File: src/rtl/peripheral_gpio_apb4_if.sv
// APB4 slave bus bundle for the GPIO peripheral; the master modport drives requests, the slave modport answers.
interface peripheral_gpio_apb4_if #(
  parameter int PADDR_SIZE = 10,
  parameter int PDATA_SIZE = 8
);
  logic                    PSEL;
  logic                    PENABLE;
  logic [PADDR_SIZE-1:0]   PADDR;
  logic                    PWRITE;
  logic [PDATA_SIZE/8-1:0] PSTRB;
  logic [PDATA_SIZE-1:0]   PWDATA;
  logic [PDATA_SIZE-1:0]   PRDATA;
  logic                    PREADY;
  logic                    PSLVERR;

  modport master (
    output PSEL, PENABLE, PADDR, PWRITE, PSTRB, PWDATA,
    input  PRDATA, PREADY, PSLVERR
  );

  modport slave (
    input  PSEL, PENABLE, PADDR, PWRITE, PSTRB, PWDATA,
    output PRDATA, PREADY, PSLVERR
  );
endinterface

File: src/rtl/peripheral_gpio_apb4.sv
// APB4 GPIO slave: register file, pad drivers, 2-flop input sync, per-pin triggers, level IRQ.
// Optional macro GPIO_PSLVERR_EN: flag unmapped accesses and writes to INPUT with PSLVERR.
module peripheral_gpio_apb4 #(
  parameter int PADDR_SIZE = 10,
  parameter int PDATA_SIZE = 8
) (
  input  logic                  PCLK,
  input  logic                  PRESETn,
  peripheral_gpio_apb4_if.slave apb,
  input  logic [PDATA_SIZE-1:0] gpio_i,
  output logic [PDATA_SIZE-1:0] gpio_o,
  output logic [PDATA_SIZE-1:0] gpio_oe,
  output logic                  irq_o
);
  localparam logic [3:0] A_MODE = 4'h0, A_DIR = 4'h1, A_OUT = 4'h2, A_IN = 4'h3;
  localparam logic [3:0] A_TTYP = 4'h4, A_TPOL = 4'h5, A_TSTA = 4'h6, A_IENA = 4'h7;

  logic [PDATA_SIZE-1:0] mode_q, dir_q, out_q, tr_type_q, tr_pol_q, irq_ena_q;
  logic [PDATA_SIZE-1:0] tr_status_q, tr_status_d;
  logic [PDATA_SIZE-1:0] in_s1_q, in_s2_q, in_d_q;
  logic [PDATA_SIZE-1:0] prdata_q, prdata_d;
  logic [PDATA_SIZE-1:0] wmask, w1c, trig, edge_hit, level_hit;
  logic                  irq_q;
  logic [3:0]            addr;
  logic                  wr_en, rd_setup;
  logic                  unused_paddr;

  // Handshake: setup phase is PSEL&~PENABLE, access phase is PSEL&PENABLE; PREADY is
  // constantly 1 so every transfer completes at the end of its first access cycle.
  assign addr         = apb.PADDR[3:0];
  assign wr_en        = apb.PSEL & apb.PENABLE & apb.PWRITE;
  assign rd_setup     = apb.PSEL & ~apb.PENABLE & ~apb.PWRITE;
  assign unused_paddr = ^apb.PADDR[PADDR_SIZE-1:4];

  always_comb begin
    wmask = '0;
    for (int i = 0; i < PDATA_SIZE/8; i++) wmask[i*8 +: 8] = {8{apb.PSTRB[i]}};
  end

  // Trigger detection runs on synchronised samples only; in_d lags in_s2 by one cycle.
  assign level_hit = ~(in_s2_q ^ tr_pol_q);
  assign edge_hit  = (tr_pol_q & in_s2_q & ~in_d_q) | (~tr_pol_q & ~in_s2_q & in_d_q);
  assign trig      = (tr_type_q & edge_hit) | (~tr_type_q & level_hit);

  // A new trigger in the same cycle as a W1C keeps the bit set.
  assign w1c         = (wr_en && addr == A_TSTA) ? (apb.PWDATA & wmask) : '0;
  assign tr_status_d = (tr_status_q & ~w1c) | trig;

  always_comb begin
    prdata_d = prdata_q;
    if (rd_setup) begin
      case (addr)
        A_MODE:  prdata_d = mode_q;
        A_DIR:   prdata_d = dir_q;
        A_OUT:   prdata_d = out_q;
        A_IN:    prdata_d = in_s2_q;
        A_TTYP:  prdata_d = tr_type_q;
        A_TPOL:  prdata_d = tr_pol_q;
        A_TSTA:  prdata_d = tr_status_q;
        A_IENA:  prdata_d = irq_ena_q;
        default: prdata_d = '0;
      endcase
    end
  end

  always_ff @(posedge PCLK or negedge PRESETn) begin
    if (!PRESETn) begin
      mode_q      <= '0;
      dir_q       <= '0;
      out_q       <= '0;
      tr_type_q   <= '0;
      tr_pol_q    <= '0;
      irq_ena_q   <= '0;
      tr_status_q <= '0;
      in_s1_q     <= '0;
      in_s2_q     <= '0;
      in_d_q      <= '0;
      prdata_q    <= '0;
      irq_q       <= 1'b0;
    end else begin
      in_s1_q     <= gpio_i;
      in_s2_q     <= in_s1_q;
      in_d_q      <= in_s2_q;
      tr_status_q <= tr_status_d;
      irq_q       <= |(tr_status_q & irq_ena_q);
      prdata_q    <= prdata_d;
      if (wr_en) begin
        case (addr)
          A_MODE: mode_q    <= (mode_q    & ~wmask) | (apb.PWDATA & wmask);
          A_DIR:  dir_q     <= (dir_q     & ~wmask) | (apb.PWDATA & wmask);
          A_OUT:  out_q     <= (out_q     & ~wmask) | (apb.PWDATA & wmask);
          A_TTYP: tr_type_q <= (tr_type_q & ~wmask) | (apb.PWDATA & wmask);
          A_TPOL: tr_pol_q  <= (tr_pol_q  & ~wmask) | (apb.PWDATA & wmask);
          A_IENA: irq_ena_q <= (irq_ena_q & ~wmask) | (apb.PWDATA & wmask);
          default: ;
        endcase
      end
    end
  end

  // Open-drain pins never drive high: they release (oe=0) for a 1 and pull low for a 0.
  assign gpio_o  = out_q & ~mode_q;
  assign gpio_oe = dir_q & ~(mode_q & out_q);
  assign irq_o   = irq_q;

  assign apb.PRDATA = prdata_q;
  assign apb.PREADY = 1'b1;
`ifdef GPIO_PSLVERR_EN
  logic bad_access;
  assign bad_access  = addr[3] | (apb.PWRITE & (addr == A_IN));
  assign apb.PSLVERR = apb.PSEL & apb.PENABLE & bad_access;
`else
  assign apb.PSLVERR = 1'b0;
`endif
endmodule
File: src/flat_wrapper.sv
// flat-port wrapper written by rule: the top's interface ports become plain ports
module peripheral_gpio_apb4_flat 
#(
  parameter int PADDR_SIZE = 10,
  parameter int PDATA_SIZE = 8
)
  (PCLK, PRESETn, gpio_i, gpio_o, gpio_oe, irq_o, apb_PSEL, apb_PENABLE, apb_PADDR, apb_PWRITE, apb_PSTRB, apb_PWDATA, apb_PRDATA, apb_PREADY, apb_PSLVERR);
  peripheral_gpio_apb4_if #(.PADDR_SIZE(PADDR_SIZE), .PDATA_SIZE(PDATA_SIZE)) apb_i ();
  input  logic PCLK;
  input  logic PRESETn;
  input  logic [PDATA_SIZE-1:0] gpio_i;
  output logic [PDATA_SIZE-1:0] gpio_o;
  output logic [PDATA_SIZE-1:0] gpio_oe;
  output logic irq_o;
  input wire logic [$bits(apb_i.PSEL)-1:0] apb_PSEL;
  input wire logic [$bits(apb_i.PENABLE)-1:0] apb_PENABLE;
  input wire logic [$bits(apb_i.PADDR)-1:0] apb_PADDR;
  input wire logic [$bits(apb_i.PWRITE)-1:0] apb_PWRITE;
  input wire logic [$bits(apb_i.PSTRB)-1:0] apb_PSTRB;
  input wire logic [$bits(apb_i.PWDATA)-1:0] apb_PWDATA;
  output wire logic [$bits(apb_i.PRDATA)-1:0] apb_PRDATA;
  output wire logic [$bits(apb_i.PREADY)-1:0] apb_PREADY;
  output wire logic [$bits(apb_i.PSLVERR)-1:0] apb_PSLVERR;
  assign apb_i.PSEL = apb_PSEL;
  assign apb_i.PENABLE = apb_PENABLE;
  assign apb_i.PADDR = apb_PADDR;
  assign apb_i.PWRITE = apb_PWRITE;
  assign apb_i.PSTRB = apb_PSTRB;
  assign apb_i.PWDATA = apb_PWDATA;
  assign apb_PRDATA = apb_i.PRDATA;
  assign apb_PREADY = apb_i.PREADY;
  assign apb_PSLVERR = apb_i.PSLVERR;
  peripheral_gpio_apb4 #(.PADDR_SIZE(PADDR_SIZE), .PDATA_SIZE(PDATA_SIZE)) u_core (.PCLK(PCLK), .PRESETn(PRESETn), .apb(apb_i), .gpio_i(gpio_i), .gpio_o(gpio_o), .gpio_oe(gpio_oe), .irq_o(irq_o));
endmodule
File: config.mk
export PLATFORM = sky130hd
export DESIGN_NAME = peripheral_gpio_apb4_flat
export DESIGN_NICKNAME = d
export VERILOG_FILES = /design/src/rtl/peripheral_gpio_apb4_if.sv /design/src/rtl/peripheral_gpio_apb4.sv /design/src/flat_wrapper.sv
export SDC_FILE = /design/constraint.sdc
export NUM_CORES = 1
export LEC_CHECK = 0
export CAP_MARGIN = 10
export CORE_MARGIN = 2
export CORE_UTILIZATION = 49
export CTS_BUF_LIST = sky130_fd_sc_hd__clkbuf_4 sky130_fd_sc_hd__clkbuf_8 sky130_fd_sc_hd__clkbuf_16
export CTS_CLUSTER_DIAMETER = 50
export DETAILED_ROUTE_END_ITERATION = 10
export GPL_TIMING_DRIVEN = 0
export PLACE_DENSITY = 0.76
export REMOVE_ABC_BUFFERS = 1
export SYNTH_ARGS = -nofsm -noshare
export SYNTH_HDL_FRONTEND = slang
export SYNTH_SLANG_ARGS = --single-unit
File: constraint.sdc
create_clock -name PCLK -period 1.4 [get_ports PCLK]
set_input_delay 0.28 -clock PCLK [delete_from_list [all_inputs] [get_ports PCLK]]
set_output_delay 0.28 -clock PCLK [all_outputs]
set_load 0.01 [all_outputs]
=== Yosys cells after proc, flatten, opt, wreduce, memory -nomap -nowiden ===
Index checks and enable logic that the tools add are counted.

* Bits in registers: 89
* Input port bits: 32
* Output and inout bits: 27
* Word-level logic and storage cells: 73

* Equal/unequal tests: 7
* Multiplexer cells: 2
* Bitwise operators: 43
* Reduce and logical (&&, ||, !) cells: 9

{| class="wikitable"
|+ Operators with widths
! kind !! number
|-
| $and A8 B8 Y8 || 18
|-
| $not A8 Y8 || 9
|-
| $or A8 B8 Y8 || 9
|-
| $pmux W8 S8 || 1
|-
| $eq A4 B3 Y1 const B || 4
|-
| $reduce_and A2 Y1 || 6
|-
| $eq A4 B2 Y1 const B || 2
|-
| $mux W8 || 1
|-
| $reduce_or A8 Y1 || 1
|-
| $xor A8 B8 Y8 || 1
|-
| $and A1 B1 Y1 || 4
|-
| $eq A4 B1 Y1 const B || 1
|-
| $logic_not A4 Y1 || 1
|-
| $not A1 Y1 || 2
|-
| $logic_and A1 B1 Y1 || 1
|}

=== Longest topological paths before layout ===
* Word-level depth: 7
* Depth in mapped cells: 6
* Gate-level depth less buffers: 4

=== Worst setup path before layout ===
OpenSTA, ideal clock, no wires.

* Path kind: input -> register
* Start point: input port apb_PENABLE
* End point: register (tool-made name)
* Setup time: 0.125 ns
* Data arrival time: 1.360 ns
* Required time: 1.275 ns
* Path slack: -0.085 ns
* Cell stages on the path: 5
* Buffers on the path: 1
* Cells stage by stage: nand4_1 > nor2_1 > and3_1 > buf_2 > mux2_2

{| class="wikitable"
|+ RTL lines
! element !! RTL line !! text
|-
| start: declaration || flat_wrapper.sv:16 || <nowiki>input wire logic [$bits(apb_i.PENABLE)-1:0] apb_PENABLE;</nowiki>
|}

==> results.toml <==
[run_status]
outcome = "finished with violations"
violations = "setup timing"

[power]
p_per_area_nw_per_um2 = 1060
peakVddDrop_v = 0.000745
p_leak_uw = 0.00259

[critical_path]
max_stage_delay_ps = 390
cp-end-kind = "output port"
cp.required_ps = 1120
ff2ff_path_depth = 4
r2r_setup_slack_ps = 40
r2r_end = "u_core.tr_status_q[5]"
cp_num_cells = 3
cp_top_family = "flip-flops"
cp_slowest_cell = "dfrtp_1"
timing.rr.start = "u_core.in_s2_q[5]"
criticalPathCategory = "reg -> out"
critPathLaunchType = "flip-flop"
crit_chain = "buf_4 > nor2b_1 > buf_2"
cp.arrival_ps = 1130
cp_max_fo = 2
endpoint = "gpio_o[4]"
crit_buf_inv = 2

[detailed_routing]
wirelength_microns = 8900
drt_pass1_iterations = 4
wl_per_cell_microns = 17.2
vias = 2824
ant_nets = 0
drc = 0
drt_iter0_drc = 144
viasPerCell = 5.47

[sta]
layout_min_cycle_time_ps = 1410
fin_skew_ps = 6.18
fmax_mhz = 709
setup_slack_ps = -11.0
grt_setup_unrepaired = "true"
period_share_pct = 101
final-hold-violation-count = 0
slew_violations = 0
setup_viol_count_final = 2

[placement]
post-place-ws_ps = -986
port_buffers = 50
place_congestion = 0.805
dp_hpwl_microns = 5580
place_inst = 473
place_area_sq_um = 4760

[finish]
drive_above_1_share_pct = 34.3
final_util_pct = 63.3
multi_input_area_sq_um = 1910
final_common_cell = "dfrtp_1"
stdcell_count = 516
final_cell_mix = "dfrtp_1 (89), mux2_2 (47), mux2i_1 (32), buf_4 (25), nand2_1 (24)"
antennaDiodeCount = 0
num-fill-cells = 658
final_nets = 454
seq_area_sq_um = 2230
finish.instance_area_sq_um = 5200
areaGrowthSynthToFinish_pct = 24.9

[yosys]
yosysTopAreaCell = "dfrtp_1"
ys_types = 30
synth_cells = 330
async_flop_share_pct = 100
synth_area_leaders = "dfrtp_1 (54%), mux2_2 (15%), mux2i_1 (7.7%)"
synth_top_area_share_pct = 53.5
ys_warn_count = 0
synth-seq-cells = 89
synth_area_per_cell_sq_um = 12.6
netlist_area_sq_um = 4160
synth-edff-count = 0
synthFlopType = "dfrtp_1"
ys_seq_area_share_pct = 53.5

[clock_tree]
clk_pin_slew_ps = 80
htree_levels = 3
cts_tree = "done"
numCtsBuffers = 9
cts_buffer_depth = 2
insertion_delay_ps = 360
cts-root-buf = "clkbuf_8"
cts.sinks = 89

[global_route]
use_met2_pct = 34.4
grtUsageMet3_pct = 4.62
grt_pass1_wl_microns = 14300
groute.usage.overall_pct = 21.2
antenna_found_initial = 0
grt_max_degree = 61
grt-busiest-layer = "met2"
grt_pass1_vias = 2838
met1_usage_pct = 28.7
grt-ovfl-total = 0

[die]
die-area_sq_um = 9250
io_pins = 59
start_util_pct = 50.7
coreArea_sq_um = 8220
chipWidth_microns = 96.2
rows = 33
die_h_microns = 96.2

[hold_path]
hp-class = "reg -> reg"
min_path_cells = 0

[flow_run]
maxCapViolations = 0
-- cell type report --
cell class	count	share of cell area, %
clock buffers	14	3.47
well taps	105	2.53
flip-flops and latches	89	42.8
repair buffers	79	12.5
multi-input cells	210	36.8
inverters	17	1.23
clock inverters	2	0.674
-- cells in the mapped netlist (4+ instances only) --
library cell and instances:
nand2_1 25, nor2b_1 8, ha_1 16, a22oi_1 4, o22ai_1 16, mux2_2 56
a21boi_0 8, mux2i_1 32, a221o_1 8, dfrtp_1 89, buf_2 9, o21ai_0 6
nor2_1 12, inv_1 17
-- timing repair --
action / CTS / global route
cloned: 0 / 0
pin swaps: 6 / 15
buffers inserted: 19 / 8
resized for setup: 118 / 13
hold buffers: 1 / 0
endpoints found under the hold margin: 29 / 0
endpoints found under the setup margin: 89 / 24
-- cells by family (layout without fill, tap and decap cells) --
group,after synthesis,after routing,synth area share (%)
flops,89,89,53.5
mux,88,88,22.8
simple gates,60,60,7.94
compound gates,44,44,7.45
buf+inv,31,112,3.28
fa+ha+maj,16,16,4.81
other cells,2,2,0.180
-- how the worst min path moves through the flow --
| stage | startpoint | end | slack (ps) |
|---|---|---|---|
| finish | u_core.in_s1_q[5] | u_core.in_s2_q[5] | 340 |
| global route | gpio_i[3] | u_core.in_s1_q[3] | 340 |
| CTS | gpio_i[1] | u_core.in_s1_q[1] | 340 |
| detailed placement | PRESETn | asynchronous set/reset pin | 230 |
| global placement | u_core.in_s1_q[1] | u_core.in_s2_q[1] | 330 |
| floorplan | PRESETn | asynchronous set/reset pin | -20 |
-- stage by stage --
step / hold slack (ps) / power [uW] / TNS, ps
2_1_floorplan: -15.6 / 3250 / -3140
3_3_place_gp: 332 / 3620 / -419940
3_5_place_dp: 232 / 3650 / -55340
4_1_cts: 337 / 5540 / -70.8
5_1_grt: 336 / 5790 / -201
6_report: 345 / 5520 / -19.7
-- power by group --
part / internal [uW] / total [uW] / switching, uW
sequential: 2740 / 2870 / 128
combinational: 422 / 774 / 353
clock: 1010 / 1870 / 865
-- layer usage --
layer	part of all wire (%)	vias to the layer above
met5	0	-
met4	1.6	0
met3	6.8	11
met2	49	85
met1	42	1406
li1	-	1322
(Power assumes the default switching activity.)
